<file path="src/rtl/pulse_train_gen_pkg.sv">
// Shared types and defaults for the pulse train generator.
package pulse_train_gen_pkg;
  localparam int PTG_CNT_W_DEF = 8;

  typedef enum logic [1:0] {
    ST_IDLE = 2'd0,
    ST_HIGH = 2'd1,
    ST_LOW  = 2'd2
  } state_t;
endpackage

</file>
<file path="src/rtl/pulse_train_cnt.sv">
// Loadable down-counter; a zero load value is clamped to 1 so it never wraps.
// o_expired marks the last cycle of the loaded interval (count == 1).
module pulse_train_cnt
  import pulse_train_gen_pkg::*;
#(
  parameter int CNT_W = PTG_CNT_W_DEF
) (
  input  logic             clk,
  input  logic             rst,
  input  logic             i_load,
  input  logic [CNT_W-1:0] i_val,
  input  logic             i_dec,
  output logic             o_expired
);
  logic [CNT_W-1:0] r_cnt;

  always_ff @(posedge clk or negedge rst) begin
    if (!rst)                      r_cnt <= '0;
    else if (i_load)               r_cnt <= (i_val == '0) ? CNT_W'(1) : i_val;
    else if (i_dec && r_cnt != '0) r_cnt <= r_cnt - CNT_W'(1);
  end

  assign o_expired = (r_cnt == CNT_W'(1));
endmodule

</file>
<file path="src/rtl/pulse_train_gen.sv">
// Programmable pulse train: N pulses of H high / L low cycles, start/busy/done handshake.
// Optional `abort` input when PULSE_TRAIN_GEN_ABORT_EN is defined.
module pulse_train_gen
  import pulse_train_gen_pkg::*;
#(
  parameter int CNT_W = PTG_CNT_W_DEF
) (
  input  logic             clk,
  input  logic             rst,
`ifdef PULSE_TRAIN_GEN_ABORT_EN
  input  logic             abort,
`endif
  input  logic             start,
  input  logic [CNT_W-1:0] high_cycles,
  input  logic [CNT_W-1:0] low_cycles,
  input  logic [CNT_W-1:0] num_pulses,
  output logic             signal_out,
  output logic             busy,
  output logic             done
);
  state_t           r_state;
  logic [CNT_W-1:0] r_high, r_low;
  logic             r_sig, r_busy, r_done;

  logic             w_abort;
  logic             w_ph_load, w_ph_dec, w_ph_exp;
  logic [CNT_W-1:0] w_ph_val;
  logic             w_pl_load, w_pl_dec, w_pl_exp;

`ifdef PULSE_TRAIN_GEN_ABORT_EN
  assign w_abort = abort && (r_state != ST_IDLE);
`else
  assign w_abort = 1'b0;
`endif

  always_comb begin
    w_ph_load = 1'b0;
    w_ph_dec  = 1'b0;
    w_ph_val  = r_high;
    w_pl_load = 1'b0;
    w_pl_dec  = 1'b0;
    if (!w_abort) begin
      case (r_state)
        ST_IDLE: if (start && num_pulses != '0) begin
          w_ph_load = 1'b1;
          w_ph_val  = high_cycles;
          w_pl_load = 1'b1;
        end
        ST_HIGH: if (w_ph_exp) begin
          if (!w_pl_exp) begin
            w_ph_load = 1'b1;
            w_ph_val  = r_low;
            w_pl_dec  = 1'b1;
          end
        end else w_ph_dec = 1'b1;
        ST_LOW: if (w_ph_exp) w_ph_load = 1'b1;
                else          w_ph_dec  = 1'b1;
        default: ;
      endcase
    end
  end

  pulse_train_cnt #(.CNT_W(CNT_W)) u_phase (
    .clk(clk), .rst(rst), .i_load(w_ph_load), .i_val(w_ph_val),
    .i_dec(w_ph_dec), .o_expired(w_ph_exp)
  );

  pulse_train_cnt #(.CNT_W(CNT_W)) u_pulses (
    .clk(clk), .rst(rst), .i_load(w_pl_load), .i_val(num_pulses),
    .i_dec(w_pl_dec), .o_expired(w_pl_exp)
  );

  // Outputs are registered alongside the state so they always match it.
  always_ff @(posedge clk or negedge rst) begin
    if (!rst) begin
      r_state <= ST_IDLE;
      r_high  <= '0;
      r_low   <= '0;
      r_sig   <= 1'b0;
      r_busy  <= 1'b0;
      r_done  <= 1'b0;
    end else begin
      r_done <= 1'b0;
      if (w_abort) begin
        r_state <= ST_IDLE;
        r_sig   <= 1'b0;
        r_busy  <= 1'b0;
      end else begin
        case (r_state)
          ST_IDLE: if (start) begin
            r_high <= high_cycles;
            r_low  <= low_cycles;
            if (num_pulses != '0) begin
              r_state <= ST_HIGH;
              r_sig   <= 1'b1;
              r_busy  <= 1'b1;
            end else r_done <= 1'b1;
          end
          ST_HIGH: if (w_ph_exp) begin
            r_sig <= 1'b0;
            if (w_pl_exp) begin
              r_state <= ST_IDLE;
              r_busy  <= 1'b0;
              r_done  <= 1'b1;
            end else r_state <= ST_LOW;
          end
          ST_LOW: if (w_ph_exp) begin
            r_state <= ST_HIGH;
            r_sig   <= 1'b1;
          end
          default: r_state <= ST_IDLE;
        endcase
      end
    end
  end

  assign signal_out = r_sig;
  assign busy       = r_busy;
  assign done       = r_done;
endmodule

</file>
<file path="config.mk">
export PLATFORM = sky130hd
export DESIGN_NAME = pulse_train_gen
export DESIGN_NICKNAME = d
export VERILOG_FILES = /design/src/rtl/pulse_train_gen_pkg.sv /design/src/rtl/pulse_train_cnt.sv /design/src/rtl/pulse_train_gen.sv
export SDC_FILE = /design/constraint.sdc
export NUM_CORES = 1
export LEC_CHECK = 0
export ABC_AREA = 1
export BUFFER_PORTS_ARGS = -buffer_cell sky130_fd_sc_hd__clkbuf_2
export CAP_MARGIN = 20
export CORE_ASPECT_RATIO = 0.5
export CORE_MARGIN = 2
export CORE_UTILIZATION = 40
export DETAILED_ROUTE_END_ITERATION = 6
export GPL_ROUTABILITY_DRIVEN = 0
export PLACE_DENSITY = 0.65
export SKIP_CTS_REPAIR_TIMING = 1
export SYNTH_ARGS = -nofsm -noshare
export SYNTH_HDL_FRONTEND = slang
export SYNTH_SLANG_ARGS = --single-unit
</file>
<file path="constraint.sdc">
create_clock -name clk -period 2.4 [get_ports clk]
set_input_delay 0.24 -clock clk [delete_from_list [all_inputs] [get_ports clk]]
set_output_delay 0.24 -clock clk [all_outputs]
set_load 0.02 [all_outputs]
</file>
## Word level (Yosys, flattened, before mapping)

Index checks and enable logic that the tools add are counted.

| cells by class | value |
|---|---|
| add/subtract/negate cells | 2 |
| equality and inequality tests | 9 |
| multiplexer cells | 38 |
| reductions and logical operators | 18 |

Operators by type and width:

| cell | count |
|---|---|
| 2-to-1 mux 8 bit | 9 |
| nonzero test 8 bit | 3 |
| 2-to-1 mux 1 bit | 18 |
| == test 8 x 1 -> 1 bit, second input constant | 2 |
| zero test 8 bit | 2 |
| one-hot mux 8 bit (2 select lines) | 1 |
| subtractor 8 x 1 -> 8 bit, second input constant | 2 |
| 2-to-1 mux 2 bit | 5 |
| AND reduction 5 bit | 2 |
| != test 2 bit, second input constant | 3 |
| one-hot mux 1 bit (3 select lines) | 2 |
| one-hot mux 2 bit (3 select lines) | 1 |
| nonzero test 2 bit | 3 |
| != test 2 x 1 -> 1 bit, second input constant | 2 |
| one-hot mux 1 bit (2 select lines) | 2 |
| AND reduction 4 bit | 1 |
| logical AND 1 bit | 3 |
| nonzero test 3 bit | 1 |
| == test 2 x 1 -> 1 bit, second input constant | 1 |
| == test 2 bit, second input constant | 1 |
| zero test 2 bit | 1 |
| AND reduction 2 bit | 1 |
| OR reduction 2 bit | 1 |

| storage, ports and cells | value |
|---|---|
| register bits after elaboration | 37 |
| output and inout port bits | 3 |
| logic and storage cells | 75 |

## Logic depth before layout (Yosys ltp)

| logic depth | value |
|---|---|
| depth after elaboration | 7 |
| mapped depth | 16 |

## By module

Synthesis repeated with hierarchy kept, for this count alone.

| unflattened totals | value |
|---|---|
| cell total of the unflattened synthesis | 370 |
| area, all modules | 2,615.0 um^2 |

Modules (own cells, without submodules):

| module | times used | cells an instance | area each (um^2) | sequential area each (um^2) |
|---|---|---|---|---|
| pulse_train_cnt | 2 | 102 | 660.6 | 200.2 |
| pulse_train_gen | 1 | 166 | 1,293.7 | 525.5 |

## Worst setup path after synthesis

No wires, ideal clock.

| timing | value |
|---|---|
| path type | register to register |
| start point | register r_state[0] |
| end point | register r_high[0] |
| arrival time | 1,644 ps |
| data required time | 2,275 ps |
| setup slack | 631 ps |
| stages on the path, launching flop included | 7 |
| path buffers | 2 |
| path through | dfrtp_1 > inv_1 > ha_1 > buf_2 > nand2_1 > buf_2 > mux2_2 |

| between the ends | value |
|---|---|
| cells in the longest elaborated chain, start to end | 2 |

RTL lines:

| element | RTL line | source |
|---|---|---|
| start: declaration | pulse_train_gen.sv:21 | `state_t r_state;` |
| start signal: assignment | pulse_train_gen.sv:76 | `r_state <= ST_IDLE;` |
| start signal: assignment | pulse_train_gen.sv:85 | `r_state <= ST_IDLE;` |
| start signal: assignment | pulse_train_gen.sv:94 | `r_state <= ST_HIGH;` |
| zero test 2 bit | pulse_train_gen.sv:89 | `case (r_state)` |
| AND reduction 2 bit (no line) | n/a |  |
| end signal: assignment | pulse_train_gen.sv:91 | `r_high <= high_cycles;` |
| end: declaration | pulse_train_gen.sv:22 | `logic [CNT_W-1:0] r_high, r_low;` |

Every way passes these cells.
A chain may end at the register's enable or synchronous reset.

## Worst setup path in the final report

| timing | value |
|---|---|
| start point | register u_phase.r_cnt[1] |
| end point | register u_phase.r_cnt[0] |

| between the ends | value |
|---|---|
| cells in the longest elaborated chain, start to end | 6 |
| elaborated cells on any way between the ends | 14 |
| classes of those cells | eq/ne: 1; mux: 9; reduce/logical: 4 |

RTL lines:

| element | RTL line | source |
|---|---|---|
| start: declaration | pulse_train_cnt.sv:15 | `logic [CNT_W-1:0] r_cnt;` |
| start signal: assignment | pulse_train_cnt.sv:19 | `else if (i_load) r_cnt <= (i_val == '0) ? CNT_W'(1) : i_val;` |
| start signal: assignment | pulse_train_cnt.sv:20 | `else if (i_dec && r_cnt != '0) r_cnt <= r_cnt - CNT_W'(1);` |
| == test 8 x 1 -> 1 bit | pulse_train_cnt.sv:23 | `assign o_expired = (r_cnt == CNT_W'(1));` |
| 2-to-1 mux 8 bit | pulse_train_gen.sv:49 | `ST_HIGH: if (w_ph_exp) begin` |
| one-hot mux 8 bit (2 select lines) | pulse_train_gen.sv:43 | `case (r_state)` |
| zero test 8 bit | pulse_train_cnt.sv:19 |  |
| 2-to-1 mux 8 bit (2 in series) | pulse_train_cnt.sv:19 |  |

Several ways; a longest one is shown, not always the timed one.

==> results_dict.tcl <==
set metrics [dict create \
    power.share.clock_pct 56.4 \
    final_max_slew_violation_count 0 \
    die_area_sq_um 6808 \
    chipHeight_um 59.35 \
    grt_max_degree 38 \
    synthesized_flop_and_latch_total 37 \
    synth.net_count 335 \
    critPathCapture "u_phase.r_cnt[0]$_DFFE_PN0P_" \
    path_class_of_the_lowest_slack_min_delay_path "input pin to asynchronous set/reset pin" \
    status "completed" \
    max_slew.worst_pin.slew_ns 0.9558 \
    clk_path_buf_depth 2 \
    synthesis.area_per_instance_sq_um 8.225 \
    synth_top_area_share_pct 37.77 \
    grt_most_used_layer "met2" \
    antenna-diode-count 0 \
    globalRouteMet1Util_pct 24.33 \
    power_frac_seq_pct 40.8 \
    worstPathBufferInverterCount 2 \
    synth_top_cells_by_area "sky130_fd_sc_hd__dfrtp_1 38%, sky130_fd_sc_hd__nand2_1 9.0%, sky130_fd_sc_hd__mux2_2 7.4%, sky130_fd_sc_hd__nor2_1 6.4%, sky130_fd_sc_hd__ha_1 5.1%" \
    syn2layout_area_growth_pct 16.13 \
    timing.reg2reg.setup_slack_ns 0.30 \
    post_route_cells_drive_above_1_share_pct 26.20 \
    drc 0 \
    fmax_mhz 475.7 \
    slew-limit-headroom_pct 36.28 \
    netlist_area_sq_um 2451 \
    ys_seq_area_share_pct 37.77 \
    critPathLaunchType "register" \
    critPathMostFrequentCell "sky130_fd_sc_hd__nand2_1" \
    via_count 2043 \
    synth_top_cell_by_area "sky130_fd_sc_hd__dfrtp_1" \
    aggregate_negative_setup_slack_ns 0 \
    core_util_final_pct 47.40 \
    floorplan.rows 20 \
    leakagePower_nw 1.472 \
    syn-instance-count 298 \
    tritoncts "yes" \
    r2r.worst_path.cells 15 \
    detail_route.vias_per_cell 4.995 \
    finalCritPeriodShare_pct 87.59 \
    crit_chain "inv_1, ha_1, nand2_4, nor2_4, buf_4, nand3b_1, nand2_1, nor2_1, nor2_1, nand2_1, nor2_1, nand2_1, nand2_1, nand2_1, nand2_1" \
    p_int_mw 1.234 \
    fp.coreArea_sq_um 6006 \
    worst_ep_arrival_time_ns 2.33 \
    number_of_hold_violations_in_the_final_report 0 \
    reported_net_switching_power_uw 295.5 \
    rsz0062_at_grt "false" \
    critical_path_required_ns 2.63 \
    critPathKind "register to register" \
    dieWidth_um 114.7 \
    initial_utilization_pct 40.81 \
    slowest_delay_ns 0.40 \
    portBuffers 29 \
    rr_endpoint "u_phase.r_cnt[0]$_DFFE_PN0P_" \
    cts_htree_levels 2 \
    power_density_over_cell_area_nw_per_um2 537.5 \
    antenna_found_initial 0 \
    netlist-cell-type-count 36 \
    post-dp-hpwl_mm 4.144 \
    drv.max_cap_violation_count 0 \
    cts_buffers 5 \
    timing.final.setup_violations 0 \
    drtAntennaViolNets 0 \
    startpoint "u_phase.r_cnt[1]$_DFFE_PN0P_" \
    path_max_fanout 15 \
    timing.rr.start "u_phase.r_cnt[1]$_DFFE_PN0P_" \
    detail_route.wirelength_mm 5.503 \
    critical-path-slowest-cell "sky130_fd_sc_hd__dfrtp_1" \
    routedWlPerCell_um 13.45 \
    cp-end-kind "register" \
    use_met2_pct 30.01 \
    clk_latency_ns 0.29 \
    sw_frac_of_total_pct 19.31 \
    critical_path_cell_count 15 \
    grt-ovfl-total 0 \
    fin_worst_skew_ns 0.006778 \
    worst_path_dominant_cell_family "simple AND/OR/NAND/NOR gates" \
    io-pin-count 30 \
    power.ir.vdd_worst_uv 282.7 \
    grt_pass1_vias 1975 \
    fillers 586 \
    combinationalPowerShare_pct 2.8 \
    grt_pass1_wl_mm 9.528 \
    finalCriticalPeriod_ns 2.102 \
    cts_root_buffer "sky130_fd_sc_hd__clkbuf_16" \
    worst_hold_slack_ns 0.09000 \
    clk_transition_reported_paths_ns 0.06 \
    total_routing_usage_reported_by_global_routing_pct 18.19 \
    use_met3_pct 3.783 \
    numClockSinks 37 \
    detail_route.first_pass.iterations 4 \
    initialDrtViolationCount 97 \
    yosysWarnings 0 \
    nNetsFinal 368 \
]
==> through the flow <==
stage	setup slack, ns	power (mW)	instances	area [sq um]
after global routing	0.1145	1.575	409	2846
after detailed placement	0.3293	0.6801	401	2656
after global placement	0.3361	0.6785	401	2656
after floorplan	0.6308	0.6406	298	2451
final	0.2978	1.530	409	2846
after CTS	0.2857	1.544	409	2846
==> power by group through the flow <==
stage	sequential, mW	clock, mW	combinational (mW)
6_report	0.624	0.863	0.0433
5_1_grt	0.623	0.902	0.0494
4_1_cts	0.624	0.875	0.0448
3_5_place_dp	0.635	0	0.0448
3_3_place_gp	0.635	0	0.0432
2_1_floorplan	0.635	0	0.00516
==> cell type report <==
type	instances	area (sq um)	share of cell area (%)
multi-input combinational	224	1343	47.16
inverter	29	108.9	3.824
timing repair buffer	34	182.7	6.418
clock inverter	3	65.06	2.286
clock buffer	5	125.1	4.396
tap	77	96.34	3.385
sequential	37	925.9	32.53
==> state kept, by name, summed over array words and instances, names as in the netlist <==
signal,cells
u_phase.r_cnt,8
r_low,8
r_high,8
done,1
busy,1
u_pulses.r_cnt,8
signal_out,1
r_state,2
==> cells in the mapped netlist <==
cell type and instances:
sky130_fd_sc_hd__nand3b_1 7, sky130_fd_sc_hd__o41ai_1 1, sky130_fd_sc_hd__clkbuf_1 1, sky130_fd_sc_hd__a22oi_1 1
sky130_fd_sc_hd__nor2_1 42, sky130_fd_sc_hd__ha_1 10, sky130_fd_sc_hd__inv_1 24, sky130_fd_sc_hd__nand3_2 2
sky130_fd_sc_hd__xor2_1 6, sky130_fd_sc_hd__nand2_1 59, sky130_fd_sc_hd__a31oi_1 3, sky130_fd_sc_hd__inv_2 5
sky130_fd_sc_hd__buf_2 2, sky130_fd_sc_hd__o21ai_1 4, sky130_fd_sc_hd__mux2_2 16, sky130_fd_sc_hd__o22ai_1 2
sky130_fd_sc_hd__nand2_2 3, sky130_fd_sc_hd__a21oi_2 6, sky130_fd_sc_hd__nor4_1 1, sky130_fd_sc_hd__a31oi_4 1
sky130_fd_sc_hd__nor3_1 6, sky130_fd_sc_hd__nor2_4 2, sky130_fd_sc_hd__o221ai_1 2, sky130_fd_sc_hd__nor3_2 1
sky130_fd_sc_hd__nand2_4 1, sky130_fd_sc_hd__o31ai_1 1, sky130_fd_sc_hd__buf_6 4, sky130_fd_sc_hd__o21ai_0 8
sky130_fd_sc_hd__buf_8 1, sky130_fd_sc_hd__nor2_2 8, sky130_fd_sc_hd__a211oi_1 3, sky130_fd_sc_hd__nand3_1 12
sky130_fd_sc_hd__xnor2_1 3, sky130_fd_sc_hd__dfrtp_1 37, sky130_fd_sc_hd__nand4_1 3, sky130_fd_sc_hd__a21oi_1 10
==> worst min path at each step <==
| stage | startpoint | cells past startpoint | endpoint | slack (ns) |
|---|---|---|---|---|
| 5_1_grt | rst | 1 | done$_DFF_PN0_ | 0.17 |
| 6_report | rst | 1 | done$_DFF_PN0_ | 0.09 |
| 4_1_cts | rst | 1 | u_pulses.r_cnt[4]$_DFFE_PN0P_ | 0.13 |
| 3_5_place_dp | rst | 1 | u_pulses.r_cnt[4]$_DFFE_PN0P_ | 0.44 |
| 3_3_place_gp | rst | 1 | done$_DFF_PN0_ | 0.42 |
| 2_1_floorplan | rst | 0 | busy$_DFFE_PN0P_ | -0.06 |
==> routing by layer <==
metal  vias to the layer above  share of wire, %
met4                         0               1.4
met1                       952                48
li1                       1045                 -
met5                         -                 0
met3                         8               3.6
met2                        38                47
==> cell families after synthesis <==
kind of cell | share of synthesized area, %
AO/OA/AOI/OAI | 11.38
XOR/XNOR | 3.216
adder cells (fa/ha/maj) | 5.105
buffers and inverters | 7.453
flip-flops | 37.77
multiplexers | 7.351
AND/OR/NAND/NOR | 27.72
==> layout by cell type (no fill, tap or decap), types with 7 or more instances in the layout <==
| cell type | synthesis | routed |
|---|---|---|
| sky130_fd_sc_hd__nor2_1 | 42 | 42 |
| sky130_fd_sc_hd__nand2_1 | 59 | 59 |
| sky130_fd_sc_hd__nand3b_1 | 7 | 7 |
| sky130_fd_sc_hd__ha_1 | 10 | 10 |
| sky130_fd_sc_hd__dfrtp_1 | 37 | 37 |
| sky130_fd_sc_hd__clkbuf_2 | 0 | 29 |
| sky130_fd_sc_hd__inv_1 | 24 | 24 |
| sky130_fd_sc_hd__nor2_2 | 8 | 8 |
| sky130_fd_sc_hd__o21ai_0 | 8 | 8 |
| sky130_fd_sc_hd__nand3_1 | 12 | 12 |
| sky130_fd_sc_hd__mux2_2 | 16 | 16 |
| sky130_fd_sc_hd__a21oi_1 | 10 | 10 |
(Power assumes the default switching activity.)
